[src/rtl/sys_array_feeder.sv]
// Diagonal skew feeder for the weight-stationary array; optional vec_count under SYS_FEEDER_VEC_COUNT_EN.
// Latency: element j of a vector accepted on edge t is on m_data[j] during cycle t+1+j.
// Backpressure: s_ready drops during LOAD and DRAIN, and in IDLE while a weight load is pending.
module sys_array_feeder #(
    parameter int DATA_WIDTH = 8,
    parameter int ARRAY_L    = 4
) (
    input  logic                                 clk,
    input  logic                                 reset_n,
    input  logic                                 wl_req,
    input  logic                                 s_valid,
    output logic                                 s_ready,
    input  logic [ARRAY_L*DATA_WIDTH-1:0]        s_data,
    input  logic                                 s_last,
    output logic                                 weights_load,
    output logic [0:ARRAY_L-1][DATA_WIDTH-1:0]   m_data,
    output logic [ARRAY_L-1:0]                   m_valid,
    output logic                                 busy,
    output logic [15:0]                          vec_count
);
    typedef enum logic [1:0] {IDLE, LOAD, STREAM, DRAIN} state_t;

    localparam int CW = (ARRAY_L > 2) ? $clog2(ARRAY_L - 1) : 1;
    localparam logic [CW-1:0] DRAIN_INIT = CW'(ARRAY_L - 2);

    state_t                        state_q, state_d;
    logic [CW-1:0]                 cnt_q, cnt_d;
    logic                          wl_pend_q, wl_pend_d;
    logic                          weights_load_q, weights_load_d;
    logic [ARRAY_L*DATA_WIDTH-1:0] s0_dat_q, s0_dat_d;
    logic                          s0_vld_q, s0_vld_d;
    logic                          wl_any;
    logic                          accept;

    // A request seen while streaming is remembered until it can be serviced.
    assign wl_any  = wl_req | wl_pend_q;
    assign s_ready = reset_n & (((state_q == IDLE) & ~wl_any) | (state_q == STREAM));
    assign accept  = s_valid & s_ready;

    always_comb begin
        state_d        = state_q;
        cnt_d          = cnt_q;
        wl_pend_d      = wl_pend_q;
        case (state_q)
            IDLE: begin
                if (wl_any) begin
                    if (m_valid == '0) state_d = LOAD;
                end else if (accept) begin
                    state_d = s_last ? DRAIN : STREAM;
                    cnt_d   = DRAIN_INIT;
                end
            end
            LOAD:   state_d = IDLE;
            STREAM: begin
                if (accept && s_last) begin
                    state_d = DRAIN;
                    cnt_d   = DRAIN_INIT;
                end
            end
            DRAIN: begin
                if (cnt_q == '0) state_d = IDLE;
                else             cnt_d   = cnt_q - 1'b1;
            end
            default: state_d = IDLE;
        endcase
        if (wl_req && state_q != LOAD) wl_pend_d = 1'b1;
        if (state_d == LOAD)           wl_pend_d = 1'b0;
        weights_load_d = (state_d == LOAD);
        s0_vld_d       = accept;
        s0_dat_d       = accept ? s_data : '0;
    end

    always_ff @(posedge clk or negedge reset_n) begin
        if (!reset_n) begin
            state_q        <= IDLE;
            cnt_q          <= '0;
            wl_pend_q      <= 1'b0;
            weights_load_q <= 1'b0;
            s0_dat_q       <= '0;
            s0_vld_q       <= 1'b0;
        end else begin
            state_q        <= state_d;
            cnt_q          <= cnt_d;
            wl_pend_q      <= wl_pend_d;
            weights_load_q <= weights_load_d;
            s0_dat_q       <= s0_dat_d;
            s0_vld_q       <= s0_vld_d;
        end
    end

    assign weights_load = weights_load_q;
    assign busy         = (state_q != IDLE) | (|m_valid);

    // Column j trails column 0 by j registers; bubbles carry zero data from stage 0.
    for (genvar j = 0; j < ARRAY_L; j++) begin : g_col
        if (j == 0) begin : g_direct
            assign m_data[0]  = s0_dat_q[0 +: DATA_WIDTH];
            assign m_valid[0] = s0_vld_q;
        end else begin : g_dly
            logic [DATA_WIDTH-1:0] dat_q [j];
            logic [DATA_WIDTH-1:0] dat_d [j];
            logic [j-1:0]          vld_q, vld_d;

            always_comb begin
                dat_d[0] = s0_dat_q[j*DATA_WIDTH +: DATA_WIDTH];
                vld_d    = '0;
                vld_d[0] = s0_vld_q;
                for (int k = 1; k < j; k++) begin
                    dat_d[k] = dat_q[k-1];
                    vld_d[k] = vld_q[k-1];
                end
            end

            always_ff @(posedge clk or negedge reset_n) begin
                if (!reset_n) begin
                    for (int k = 0; k < j; k++) dat_q[k] <= '0;
                    vld_q <= '0;
                end else begin
                    dat_q <= dat_d;
                    vld_q <= vld_d;
                end
            end

            assign m_data[j]  = dat_q[j-1];
            assign m_valid[j] = vld_q[j-1];
        end
    end

`ifdef SYS_FEEDER_VEC_COUNT_EN
    logic [15:0] vec_count_q, vec_count_d;

    always_comb begin
        vec_count_d = vec_count_q;
        if (state_d == LOAD)                         vec_count_d = '0;
        else if (accept && vec_count_q != 16'hFFFF)  vec_count_d = vec_count_q + 16'd1;
    end

    always_ff @(posedge clk or negedge reset_n) begin
        if (!reset_n) vec_count_q <= '0;
        else          vec_count_q <= vec_count_d;
    end

    assign vec_count = vec_count_q;
`else
    assign vec_count = '0;
`endif
endmodule

[config.mk]
export PLATFORM = sky130hd
export DESIGN_NAME = sys_array_feeder
export DESIGN_NICKNAME = d
export VERILOG_FILES = /design/src/rtl/sys_array_feeder.sv
export SDC_FILE = /design/constraint.sdc
export NUM_CORES = 1
export LEC_CHECK = 0
export CAP_MARGIN = 40
export CORE_ASPECT_RATIO = 0.75
export CORE_MARGIN = 2
export CORE_UTILIZATION = 30
export CTS_CLUSTER_DIAMETER = 30
export DETAILED_ROUTE_END_ITERATION = 8
export HOLD_SLACK_MARGIN = 0.08
export PLACE_DENSITY = 0.58
export SETUP_SLACK_MARGIN = 0.05
export SLEW_MARGIN = 5
export SYNTH_ARGS = -nofsm -noshare
export SYNTH_HDL_FRONTEND = slang
export SYNTH_SLANG_ARGS = --single-unit
[constraint.sdc]
create_clock -name clk -period 2.05 [get_ports clk]
set_input_delay 0.3075 -clock clk [delete_from_list [all_inputs] [get_ports clk]]
set_output_delay 0.3075 -clock clk [all_outputs]
set_load 0.02 [all_outputs]
-- Yosys cells after proc, flatten, opt, wreduce, memory -nomap -nowiden
Cells that the tools add are included.
- register bits after elaboration: 93
- input port bits: 37
- add/sub/neg operators: 1
- equality and inequality tests: 9
- multiplexer cells: 15
- bitwise gates (word level): 7
- reductions and logical operators: 10
- operator list (kind ; count):
    $mux 32 ; 1
    $mux 2 ; 9
    $pmux 2 s4 ; 1
    $ne 2x2->1 const B ; 3
    $pmux 2 s3 ; 1
    $reduce_and 5->1 ; 1
    $eq 2x1->1 const B ; 2
    $eq 2x2->1 const B ; 2
    $logic_not 2->1 ; 2
    $logic_not 4->1 ; 1
    $ne 2x1->1 const B ; 2
    $reduce_bool 2->1 ; 2
    $reduce_or 4->1 ; 1
    $and 1x1->1 ; 3
    $mux 1 ; 3
    $or 1x1->1 ; 3
    $reduce_bool 3->1 ; 1
    $logic_and 1x1->1 ; 2
    $sub 2x1->2 const B ; 1
    $not 1->1 ; 1

-- Longest topological paths before layout
Gate-level depths: netlist of the first run.
- depth after elaboration: 11
- gate-level depth with buffers: 5
- gate-level depth less buffers: 5

-- Worst setup path after synthesis of the first run
No wires, ideal clock.
- path type: reg-to-reg
- start: register cnt_q[0]
- end: register cnt_q[1]
- setup time: 0.126 ns
- arrival: 1.127 ns
- data required time: 1.924 ns
- slack: 0.797 ns
- stages on the path, launching flop included: 5
- buffers on the path: 0
- period minus slack after synthesis: 1.253 ns
- path through: dfrtp_1 -> inv_1 -> ha_1 -> nand3b_1 -> a221o_1
- word-level cells in the longest chain between the ends: 3
- elaborated cells between the ends (all ways): 6
- classes of those cells: 1 x add/sub; 1 x eq/ne; 2 x mux; 2 x reduce/logical
- RTL lines (element ; RTL line ; text):
    from (decl) ; 27 ; logic [CW-1:0] cnt_q, cnt_d;
    from (signal assigned) ; 83 ; cnt_q <= cnt_d;
    $sub 2x1->2 or $logic_not 2->1 (tied branches) ; 62, 61 ;
    $mux 2 or $ne 2x2->1 (tied branches) ; -- ;
    $pmux 2 s3 or $reduce_and 5->1 (tied branches) ; -- ;
Several ways; a longest one is shown, not always the timed one. The select of a mux whose other input is x is not followed.
A chain may end at the register's enable or synchronous reset.

-- Final worst setup path of the first run
- start: register state_q[1]
- end: output port busy
- word-level cells in the longest chain between the ends: 2
- RTL lines (element ; RTL line ; text):
    from (decl) ; 26 ; state_t state_q, state_d;
    from (signal assigned) ; 82 ; state_q <= state_d;
    $reduce_bool 2->1 ; 92 ; assign busy = (state_q != IDLE) | (|m_valid);
    $or 1x1->1 ; 92 ;
    to (decl) ; 18 ; output logic busy,
Every way passes these cells.

==> results of run 1 <==
-- routing by layer --
metal	track usage (%)	routed length, microns	vias up	share of wire (%)
met5	0	0	-	0
met4	5.257	104	0	2.4
met1	11.06	1864	738	43
met3	4.082	288	8	6.6
li1	-	-	680	-
met2	13.00	2086	49	48
-- cell usage after synthesis (2+ instances only) --
cell,instances
sky130_fd_sc_hd__and2_2,10
sky130_fd_sc_hd__o21a_1,2
sky130_fd_sc_hd__buf_6,3
sky130_fd_sc_hd__dfrtp_1,90
sky130_fd_sc_hd__and2_1,22
sky130_fd_sc_hd__inv_1,4
sky130_fd_sc_hd__buf_4,26
sky130_fd_sc_hd__a21oi_1,2
sky130_fd_sc_hd__nor2_1,3
sky130_fd_sc_hd__nand2_1,2
-- registers in the layout (all words and copies together), names as in the netlist --
signal and count:
cnt_q 2, g_col.g_dly.vld_q 3, state_q 2, s0_dat_q 32
g_col.g_dly.vld_d 1, weights_load 1, g_col.g_dly.dat_d 24, wl_pend_q 1
g_col.g_dly.dat_q 8, m_data 16
-- power by group through the flow --
stage | Sequential [mW] | Clock [mW] | Combinational (mW)
detailed placement | 2.14 | 0 | 0.784
global route | 2.14 | 1.78 | 0.835
floorplan | 2.18 | 0 | 0.460
CTS | 2.11 | 1.69 | 0.774
finish | 2.12 | 1.62 | 0.768
global placement | 2.14 | 0 | 0.768
-- through the flow --
| step | instance area (sq um) | setup slack [ps] | hold slack, ps | util, % |
|---|---|---|---|---|
| after floorplan | 2970 | 797.1 | 11.91 | - |
| after CTS | 3966 | 118.7 | 347.1 | 41.57 |
| after global placement | 3655 | 87.27 | 331.3 | 38.30 |
| after detailed placement | 3655 | 79.17 | 334.7 | 38.30 |
| final | 3974 | 161.7 | 346.6 | 41.65 |
| after global routing | 3974 | 42.26 | 345.5 | 41.65 |
-- layout make-up --
| cell class | count | area, sq um | area share (%) |
|---|---|---|---|
| clock buffers | 10 | 229.0 | 5.762 |
| repair buffers | 78 | 770.7 | 19.40 |
| multi-input cells | 73 | 465.4 | 11.71 |
| clock inverters | 6 | 73.82 | 1.858 |
| well taps | 132 | 165.2 | 4.156 |
| inverters | 4 | 15.01 | 0.3778 |
| flip-flops and latches | 90 | 2255 | 56.74 |
-- placed cells by master (no fill, tap or decap), drive strengths merged --
master / n
dfrtp: 90
clkdlybuf4s50: 72
and2: 32
conb: 16
clkbuf: 10
inv: 6
nor2: 4
buf: 3
nand2: 2
o21a: 2
a21oi: 2
clkinvlp: 2
dlygate4sd2: 2
nor2b: 2
o211a: 1
a2bb2oi: 1
a31oi: 1
nor4: 1
nor3: 1
nand4: 1
o221ai: 1
nor3b: 1
nand3b: 1
o22ai: 1
a221o: 1
a21boi: 1
ha: 1
clkinv: 1
bufinv: 1
dlygate4sd3: 1
-- worst max-delay path, stage by stage (launching register included) --
cell and delay [ps]:
sky130_fd_sc_hd__dfrtp_2 470, sky130_fd_sc_hd__nor4_2 270, sky130_fd_sc_hd__nand2_1 160, sky130_fd_sc_hd__dlygate4sd2_1 350
-- kinds of logic after synthesis --
family / Yosys count / share of synthesized area, %
flip-flops: 90 / 77.29
AO/OA/AOI/OAI: 11 / 3.306
other: 1 / 0.1287
adder cells (fa/ha/maj): 1 / 0.4293
AND/OR/NAND/NOR: 45 / 9.962
buffers and inverters: 34 / 8.888
-- what timing repair did --
item,CTS,global route
gates resized for setup,3,2
hold buffers,1,0
setup endpoints to repair,2,1
endpoints found under the hold margin,33,0
-- worst paths after layout --
| path | startpoint | slack [ps] | end |
|---|---|---|---|
| min | g_col[2].g_dly.dat_d[5]$_DFF_PN0_ | 350 | m_data[13]$_DFF_PN0_ |
| max reg2reg | state_q[0]$_DFF_PN0_ | 710 | s0_dat_q[26]$_DFF_PN0_ |
| max | state_q[1]$_DFF_PN0_ | 160 | busy |
| min in group asynchronous | reset_n | 550 | weights_load$_DFF_PN0_ |
| max in group asynchronous | reset_n | 470 | g_col[2].g_dly.dat_d[5]$_DFF_PN0_ |
| min reg2reg | g_col[2].g_dly.dat_d[5]$_DFF_PN0_ | 350 | m_data[13]$_DFF_PN0_ |
==> metrics.log, run 1 <==
INFO  metric outcome = finished, final reports clean
INFO  metric synth_edf_count = 0
INFO  metric power_frac_seq = 47.0%
INFO  metric fmax = 529.6 MHz
INFO  metric power.internal = 3.331 mW
INFO  metric grt_max_degree = 58
INFO  metric first_global_vias = 1411
INFO  metric clock_latency = between 300 and 400 ps
INFO  metric cp.arrival = between 1500 and 2000 ps
INFO  metric total_leakage_power = roughly 1.9 nW
INFO  metric die_h = 89.35 microns
INFO  metric placed_cells_incl_taps = 376
INFO  metric p_clk_share = 36.0%
INFO  metric root_buffer = sky130_fd_sc_hd__clkbuf_16
INFO  metric final_cells = 393
INFO  metric yosysTopAreaCell = sky130_fd_sc_hd__dfrtp_1
INFO  metric total_switching_power = 1.177 mW
INFO  metric cts_htree_levels = 3
INFO  metric irDropWorstVdd = 0.5015 mV
INFO  metric critical_path.max_fanout = 7
INFO  metric fin_setup_tns = 0 ps
INFO  metric core_footprint = 9542 sq um
INFO  metric hold_violations = 0
INFO  metric grt_pass1_wl = roughly 7.0 mm
INFO  metric min_delay_path_depth = 0
INFO  metric pin_count = 92
INFO  metric die_area = 10530 sq um
INFO  metric mappedNetlistArea = between 2000 and 3000 sq um
INFO  metric comb_power_share = 17.0%
INFO  metric dominantRegCellSynth = sky130_fd_sc_hd__dfrtp_1
INFO  metric fin_nets = a little under 300
INFO  metric grt_util_all_layers = 8.925%
INFO  metric detailedRoute.firstPassIterationCount = 3
INFO  metric kind_of_start_point_of_the_critical_path = register
INFO  metric place_congestion = ~0.64
INFO  metric final_critical_path_share_of_the_clock_period = 92.11%
INFO  metric netSwitchingFraction = 26.11%
INFO  metric slew_viol_final = 0
INFO  metric worst_path_clk_slew = 60 ps
INFO  metric power.total = ~4.5 mW
INFO  metric grt-ovfl-total = 0
INFO  metric rsz0062_at_grt = false
INFO  metric data_required_time_at_the_worst_endpoint = about 1700 ps
INFO  metric yosys_warnings = 0
INFO  metric placement_rows = 31
INFO  metric cts_buffer_depth = 2
INFO  metric mean_area_per_synthesized_cell = 16.01 sq um
INFO  metric initial_utilization = 30.54%
INFO  metric final_period_minus_worst_setup_slack = 1888 ps
INFO  metric r2r.worst_path.cells = 3
INFO  metric synth.top_cell.area_share = 77.29%
INFO  metric antenna-diode-count = 0
INFO  metric die_x = 117.8 microns
INFO  metric antenna_violations_before_repair = 0
INFO  metric maxCapViolCount = 0
INFO  metric power_per_cell_area = 1134 nW/um^2
INFO  metric yosys_register_bits = 90
INFO  metric hp-class = reg -> reg
INFO  metric slew-limit-headroom = a little under three fifths
INFO  metric synth.lib_cells_used.distinct = 28
INFO  metric synthTopCellsByArea = sky130_fd_sc_hd__dfrtp_1 77%, sky130_fd_sc_hd__buf_4 6.7%, sky130_fd_sc_hd__and2_1 4.7%
INFO  metric worst_pin_slew = 670.9 ps
INFO  metric port-buffer-count = 75
INFO  metric drt_iter0_drc = 99
INFO  metric tritoncts_num_sinks = 90
INFO  metric cts_setup_buffers = 0
INFO  metric cts-buffers-inserted = 9
INFO  metric postSynthCellCount = 182
INFO  metric setup.worst_path.end_class = output port
INFO  metric synth-seq-area-share = 77.29%
INFO  metric area.growth.synth_to_final = 36.37%
INFO  metric fin_skew = around 4.5 ps
INFO  metric route.detailed.wl_per_inst = around 11 microns
INFO  metric finalSetupViolCount = 0
INFO  metric post-route-drc-count = 0
INFO  metric num_vias = approximately 1500
INFO  metric cts_tree = done
INFO  metric fraction_of_layout_cells_with_a_size_suffix_above_1 = a little over an eighth
INFO  metric drt.antenna.violating_nets = 0
INFO  metric n_fill_cell = 921
INFO  metric detail_route.vias_per_cell = 3.753
INFO  metric routed_wirelength = 4.344 mm
INFO  metric crit_type = reg -> out
INFO  metric place_hpwl = 2.846 mm
INFO  metric postSynth.asyncResetShare = 100.0%
(Power assumes the default switching activity.)
==> inputs of run 2 (changes only) <==
--- a/config.mk
+++ b/config.mk
@@ -18,3 +18,4 @@
 export SYNTH_ARGS = -nofsm -noshare
 export SYNTH_HDL_FRONTEND = slang
 export SYNTH_SLANG_ARGS = --single-unit
+export TNS_END_PERCENT = 1
==> results of run 2 <==
Final layout, timing and power as in run 1 (identical DEF).
==> inputs of run 3 (changes only) <==
--- a/config.mk
+++ b/config.mk
@@ -14,7 +14,7 @@
 export HOLD_SLACK_MARGIN = 0.08
 export PLACE_DENSITY = 0.58
 export SETUP_SLACK_MARGIN = 0.05
-export SLEW_MARGIN = 5
+export SLEW_MARGIN = 15
 export SYNTH_ARGS = -nofsm -noshare
 export SYNTH_HDL_FRONTEND = slang
 export SYNTH_SLANG_ARGS = --single-unit
==> results of run 3 <==
Final layout, timing and power as in run 1 (identical DEF).
